$ cat config.mk
export PLATFORM = sky130hd
export DESIGN_NAME = traffic_timer
export DESIGN_NICKNAME = d
export VERILOG_FILES = /design/src/rtl/traffic_pkg.sv /design/src/rtl/tick_divider.sv /design/src/rtl/traffic_timer.sv
export SDC_FILE = /design/constraint.sdc
export NUM_CORES = 1
export LEC_CHECK = 0
export ABC_AREA = 0
export CAP_MARGIN = 25
export CORE_MARGIN = 2
export CORE_UTILIZATION = 50
export CTS_CLUSTER_SIZE = 25
export DETAILED_ROUTE_END_ITERATION = 7
export DONT_BUFFER_PORTS = 1
export PLACE_DENSITY = 0.66
export SYNTH_ARGS = -nofsm -noshare
export SYNTH_HDL_FRONTEND = slang
export SYNTH_SLANG_ARGS = --single-unit
$ cat constraint.sdc
create_clock -name clk -period 5.8 [get_ports clk]
set_input_delay 1.16 -clock clk [delete_from_list [all_inputs] [get_ports clk]]
set_output_delay 1.16 -clock clk [all_outputs]
set_load 0.01 [all_outputs]
$ cat src/rtl/traffic_pkg.sv
// traffic_pkg
// Shared constants for the traffic light timer and the light-sequencing FSM:
//   - 2-bit interval select encodings (used by timeParameter and progSelect)
//   - power-up interval values in seconds
//   - helper that maps a programmed interval of 0 to 1
package traffic_pkg;

    localparam logic [1:0] BASE_SELECT = 2'b00;
    localparam logic [1:0] EXT_SELECT  = 2'b01;
    localparam logic [1:0] YEL_SELECT  = 2'b10;
    localparam logic [1:0] NO_SELECT   = 2'b11;

    localparam int DEF_BASE_S = 6;
    localparam int DEF_EXT_S  = 3;
    localparam int DEF_YEL_S  = 2;

    // A zero interval would expire without ever counting, so it is stored as 1 s.
    function automatic logic [3:0] clamp_interval(input logic [3:0] value);
        return (value == 4'd0) ? 4'd1 : value;
    endfunction

endpackage

$ cat src/rtl/tick_divider.sv
// tick_divider
// Prescaler producing a one-second tick from clk.
//   clk    : system clock, rising edge
//   reset  : asynchronous active-high reset, counter to 0
//   clear  : synchronous clear, counter to 0 (has priority over enable)
//   enable : count 0..CLK_DIV-1 while high, hold while low
//   tick   : high in the cycle the counter equals CLK_DIV-1 while enabled
module tick_divider #(
    parameter int CLK_DIV = 100000000
) (
    input  logic clk,
    input  logic reset,
    input  logic clear,
    input  logic enable,
    output logic tick
);

    localparam int CW = $clog2(CLK_DIV);
    localparam logic [CW-1:0] LAST = CW'(CLK_DIV - 1);

    logic [CW-1:0] cnt_q, cnt_d;

    always_comb begin
        cnt_d = cnt_q;
        if (clear) begin
            cnt_d = '0;
        end else if (enable) begin
            cnt_d = (cnt_q == LAST) ? '0 : cnt_q + CW'(1);
        end
    end

    always_ff @(posedge clk or posedge reset) begin
        if (reset) begin
            cnt_q <= '0;
        end else begin
            cnt_q <= cnt_d;
        end
    end

    assign tick = enable && (cnt_q == LAST);

endmodule

$ cat src/rtl/traffic_timer.sv
// traffic_timer
// Interval timer for the traffic light sequencer. Holds three programmable
// interval registers (base, extended, yellow) and counts the selected one
// down in whole seconds.
//   clk           : system clock, rising edge
//   reset         : asynchronous active-high reset
//   startTimer    : pulse, loads the selected interval and (re)starts counting
//   timeParameter : interval select for the load (11 selects base)
//   reprogram     : pulse, writes progValue into the register chosen by progSelect
//   progSelect    : register to write (11 = no write)
//   progValue     : new interval in seconds (0 is stored as 1)
//   expired       : one-cycle pulse at the end of a countdown
//   running       : high while counting
//   secondsLeft   : current counter value
module traffic_timer
    import traffic_pkg::*;
#(
    parameter int CLK_DIV      = 100000000,
    parameter int BASE_DEFAULT = DEF_BASE_S,
    parameter int EXT_DEFAULT  = DEF_EXT_S,
    parameter int YEL_DEFAULT  = DEF_YEL_S
) (
    input  logic       clk,
    input  logic       reset,
    input  logic       startTimer,
    input  logic [1:0] timeParameter,
    input  logic       reprogram,
    input  logic [1:0] progSelect,
    input  logic [3:0] progValue,
    output logic       expired,
    output logic       running,
    output logic [3:0] secondsLeft
);

    logic [3:0] base_q, base_d;
    logic [3:0] ext_q, ext_d;
    logic [3:0] yel_q, yel_d;
    logic [3:0] count_q, count_d;
    logic       running_q, running_d;
    logic       expired_q, expired_d;
    logic [3:0] load_val;
    logic       tick;

    // startTimer clears the prescaler so a restart always gets a full first second.
    tick_divider #(
        .CLK_DIV (CLK_DIV)
    ) u_tick_divider (
        .clk    (clk),
        .reset  (reset),
        .clear  (startTimer),
        .enable (running_q),
        .tick   (tick)
    );

    // Register file write; the load below reads the _q values, so a write and a
    // start in the same cycle load the old interval.
    always_comb begin
        base_d = base_q;
        ext_d  = ext_q;
        yel_d  = yel_q;
        if (reprogram) begin
            case (progSelect)
                BASE_SELECT: base_d = clamp_interval(progValue);
                EXT_SELECT:  ext_d  = clamp_interval(progValue);
                YEL_SELECT:  yel_d  = clamp_interval(progValue);
                default:     ;
            endcase
        end
    end

    always_comb begin
        case (timeParameter)
            EXT_SELECT: load_val = ext_q;
            YEL_SELECT: load_val = yel_q;
            default:    load_val = base_q;
        endcase
    end

    // Countdown. A start overrides a coincident tick, which is what suppresses
    // the expired pulse of an aborted interval.
    always_comb begin
        count_d   = count_q;
        running_d = running_q;
        expired_d = 1'b0;
        if (startTimer) begin
            count_d   = load_val;
            running_d = 1'b1;
        end else if (running_q && tick) begin
            if (count_q <= 4'd1) begin
                count_d   = 4'd0;
                running_d = 1'b0;
                expired_d = 1'b1;
            end else begin
                count_d = count_q - 4'd1;
            end
        end
    end

    always_ff @(posedge clk or posedge reset) begin
        if (reset) begin
            base_q    <= 4'(BASE_DEFAULT);
            ext_q     <= 4'(EXT_DEFAULT);
            yel_q     <= 4'(YEL_DEFAULT);
            count_q   <= 4'd0;
            running_q <= 1'b0;
            expired_q <= 1'b0;
        end else begin
            base_q    <= base_d;
            ext_q     <= ext_d;
            yel_q     <= yel_d;
            count_q   <= count_d;
            running_q <= running_d;
            expired_q <= expired_d;
        end
    end

    assign expired     = expired_q;
    assign running     = running_q;
    assign secondsLeft = count_q;

endmodule

==> impl_results.md <==
* Status: finished clean
* Class of the worst hold path: reg -> reg
* CTS Buf Count at 5
* Post-route setup TNS at 0 ns
* Rows at 25
* Sw Ratio at 0.255
* PwrDens at 257 mW/mm^2
* N_diodes at 0
* Crit end category: flip-flop
* Clock latency on the worst-skew pair at 0.31 ns
* DRC viols at 0
* Sequential area share after synthesis at 0.460
* Die Width at 74.2 microns
* Vias in the first global route at 1878
* Post-Syn Instances at 258
* Layout fillers at 421
* Initial antenna violation count at 0
* Core Area at 0.00472 sq mm
* Skew final at 0.00851 ns
* First-pass GRT wire length at 9180 microns
* Maxcap violations at 0
* Leakage power at 0.00103 uW
* P&R area growth vs syn at 5.74%
* Hold EP: yel_q[0]
* Worst R2R Start: u_tick_divider.cnt_q[19]
* Synth Register Bits at 45
* Final ANT Viol Nets at 0
* Worst-path clk slew at 0.09 ns
* Vias at 1859
* Hold_buf cts at 0
* Synth cell types at 48
* Switch Pwr at 170 uW
* Routed wire length at 5180 microns
* Rel. slew slack at 0.392
* Clock root buffer: clkbuf_8
* Netlist Area Pre-Place at 0.00246 sq mm
* Setup CP Type: reg -> reg
* Final net count at 269
* Syn Nets at 275
* Final min period at 2.32 ns
* Final setup fails at 0
* DIE AREA at 0.00550 sq mm
* Least-Margin Pin Slew at 0.910 ns
* HP Start: yel_q[0]
* CP max FO at 12
* Unrepaired setup endpoints after global routing: false
* TritonRoute pass-1 iters at 4
* Buffers added on ports at 0
* GP Congestion at 0.764
* Ys flop type: dfrtp_1
* Reg2reg path depth at 5
* Combinational fraction of design power at 0.094
* Hold path depth at 2
* Hold violation total from the final report at 0
* Top post-synthesis cells by area: dfrtp_1 41%, dfstp_2 5.3%, nor2_1 4.7%, mux2_2 4.1%, nand2_1 3.4%
* Wirelength per Cell at 16.2 microns
* Yosys top cell by area: dfrtp_1
* Largest net degree at the start of global routing at 46
* Syn. warnings at 0
* WP data required at 5.98 ns
* Share of post-route cells with drive strength above 1 at 0.119
* Mapped Avg Cell Area at 9.55 sq um
* GRT Total Usage at 0.219
* Tcrit/Tclk final at 0.400
* Max Slew Vio Count at 0
* Grt total ovfl at 0
* Share of power burned in registers at 0.538
* Crit path DAT at 2.50 ns
* Int Pwr at 498 uW
* Worst Setup Start Kind: flip-flop
* Largest buffer count on any clock path at 2
* Routed vias/inst at 5.81
* Number of buffers added for setup after CTS at 0
* Post-layout power at 668 uW
* DRT iter0 DRCs at 162
* TritonCTS Sinks at 45
* R2R Setup Slk at 3.48 ns
* H-tree Lvls at 2
* DIE HEIGHT at 74.2 microns
* Share of the synthesized area in the top cell type at 0.406
* Worst r2r dst: u_tick_divider.cnt_q[13]
* I/O Pins at 18
* Asr flop ratio synth at 1.00
* CTS tree: built
* Detailed placement HPWL at 3590 microns
* Fmax at 431 MHz
* Initial Util at 0.522
* Leading cell type in the layout, fill and taps excluded: dfrtp_1
* Post-synth EDFFs at 0
* Max VDD drop at 0.000132 V
* Post_cts resized at 0
* Most frequent cells in the layout: 40 x dfrtp_1, 31 x nor2_1, 22 x nand2_1
* Clock power frac at 0.369
==> cells in the mapped netlist (7+ instances only) <==
library cell / number
mux2_2: 9
inv_1: 9
a21oi_1: 9
nor3_1: 11
xnor2_1: 7
nor2_1: 31
dfrtp_1: 40
xor2_1: 7
nand3_1: 12
nand2_1: 22
nand4_1: 9
clkbuf_1: 7
==> state kept, by name, summed over array words and instances (netlist names) <==
name,flops
secondsLeft,4
yel_q,4
expired,1
base_q,4
ext_q,4
u_tick_divider.cnt_q,27
running,1
==> area by class of cell <==
type	count	area, sq um	area share
well taps	67	83.8	0.0322
inverters	9	33.8	0.0130
clock inverters	3	46.3	0.0178
multi-input cells	191	1240	0.476
clock buffers	5	68.8	0.0264
flip-flops and latches	45	1130	0.435
==> critical path, cell delays in order (launching register included) <==
cell and delay (ns):
dfrtp_1 0.41, or4_1 0.55, nor4_2 0.39, nand3_1 0.29
nand2_1 0.45, nor2_1 0.10
==> worst max-delay path by stage <==
stage	start	endpoint	slack [ns]	depth (start not counted)
6_report	u_tick_divider.cnt_q[19]	u_tick_divider.cnt_q[13]	3.48	5
3_5_place_dp	u_tick_divider.cnt_q[19]	u_tick_divider.cnt_q[13]	3.48	5
3_3_place_gp	timeParameter[0]	secondsLeft[1]	3.44	7
4_1_cts	u_tick_divider.cnt_q[19]	u_tick_divider.cnt_q[13]	3.47	5
2_1_floorplan	timeParameter[0]	secondsLeft[1]	3.50	7
5_1_grt	u_tick_divider.cnt_q[19]	u_tick_divider.cnt_q[7]	3.26	5
==> power groups by stage <==
stage | clock, uW | sequential (uW) | combinational (uW)
3_3_place_gp | 0 | 365 | 63.6
5_1_grt | 266 | 364 | 73.3
3_5_place_dp | 0 | 366 | 63.2
4_1_cts | 251 | 360 | 63.5
6_report | 247 | 359 | 62.5
2_1_floorplan | 0 | 361 | 54.2
==> per-layer routing <==
layer,share of wire,wire length (microns),up-vias,GRT usage
met4,0.014,70,0,0.0747
met2,0.46,2380,34,0.333
li1,-,-,923,-
met1,0.49,2520,896,0.308
met5,0,0,-,0
met3,0.039,204,6,0.0542
==> stage by stage <==
step / std cells / setup slack, ns / utilization / hold slack (ns) / instance area, sq um
floorplan: 258 / 3.50 / - / 0.450 / 2460
global placement: 312 / 3.44 / 0.527 / 0.463 / 2490
detailed placement: 312 / 3.48 / 0.527 / 0.481 / 2490
CTS: 320 / 3.47 / 0.552 / 0.500 / 2610
global route: 320 / 3.26 / 0.552 / 0.537 / 2610
finish: 320 / 3.48 / 0.552 / 0.500 / 2610
==> logic make-up (layout without fill, tap and decap cells) <==
| family | after synthesis | after routing | synth area share |
|---|---|---|---|
| AOI/OAI and AO/OA | 40 | 40 | 0.111 |
| xor gates and xnor gates | 14 | 14 | 0.0498 |
| adders and majority gates | 5 | 5 | 0.0254 |
| buffers and inverters | 22 | 17 | 0.0371 |
| DFF | 45 | 45 | 0.460 |
| muxes | 11 | 11 | 0.0493 |
| and+or+nand+nor | 121 | 121 | 0.268 |
Note: power is estimated with default switching activity, not from simulation.
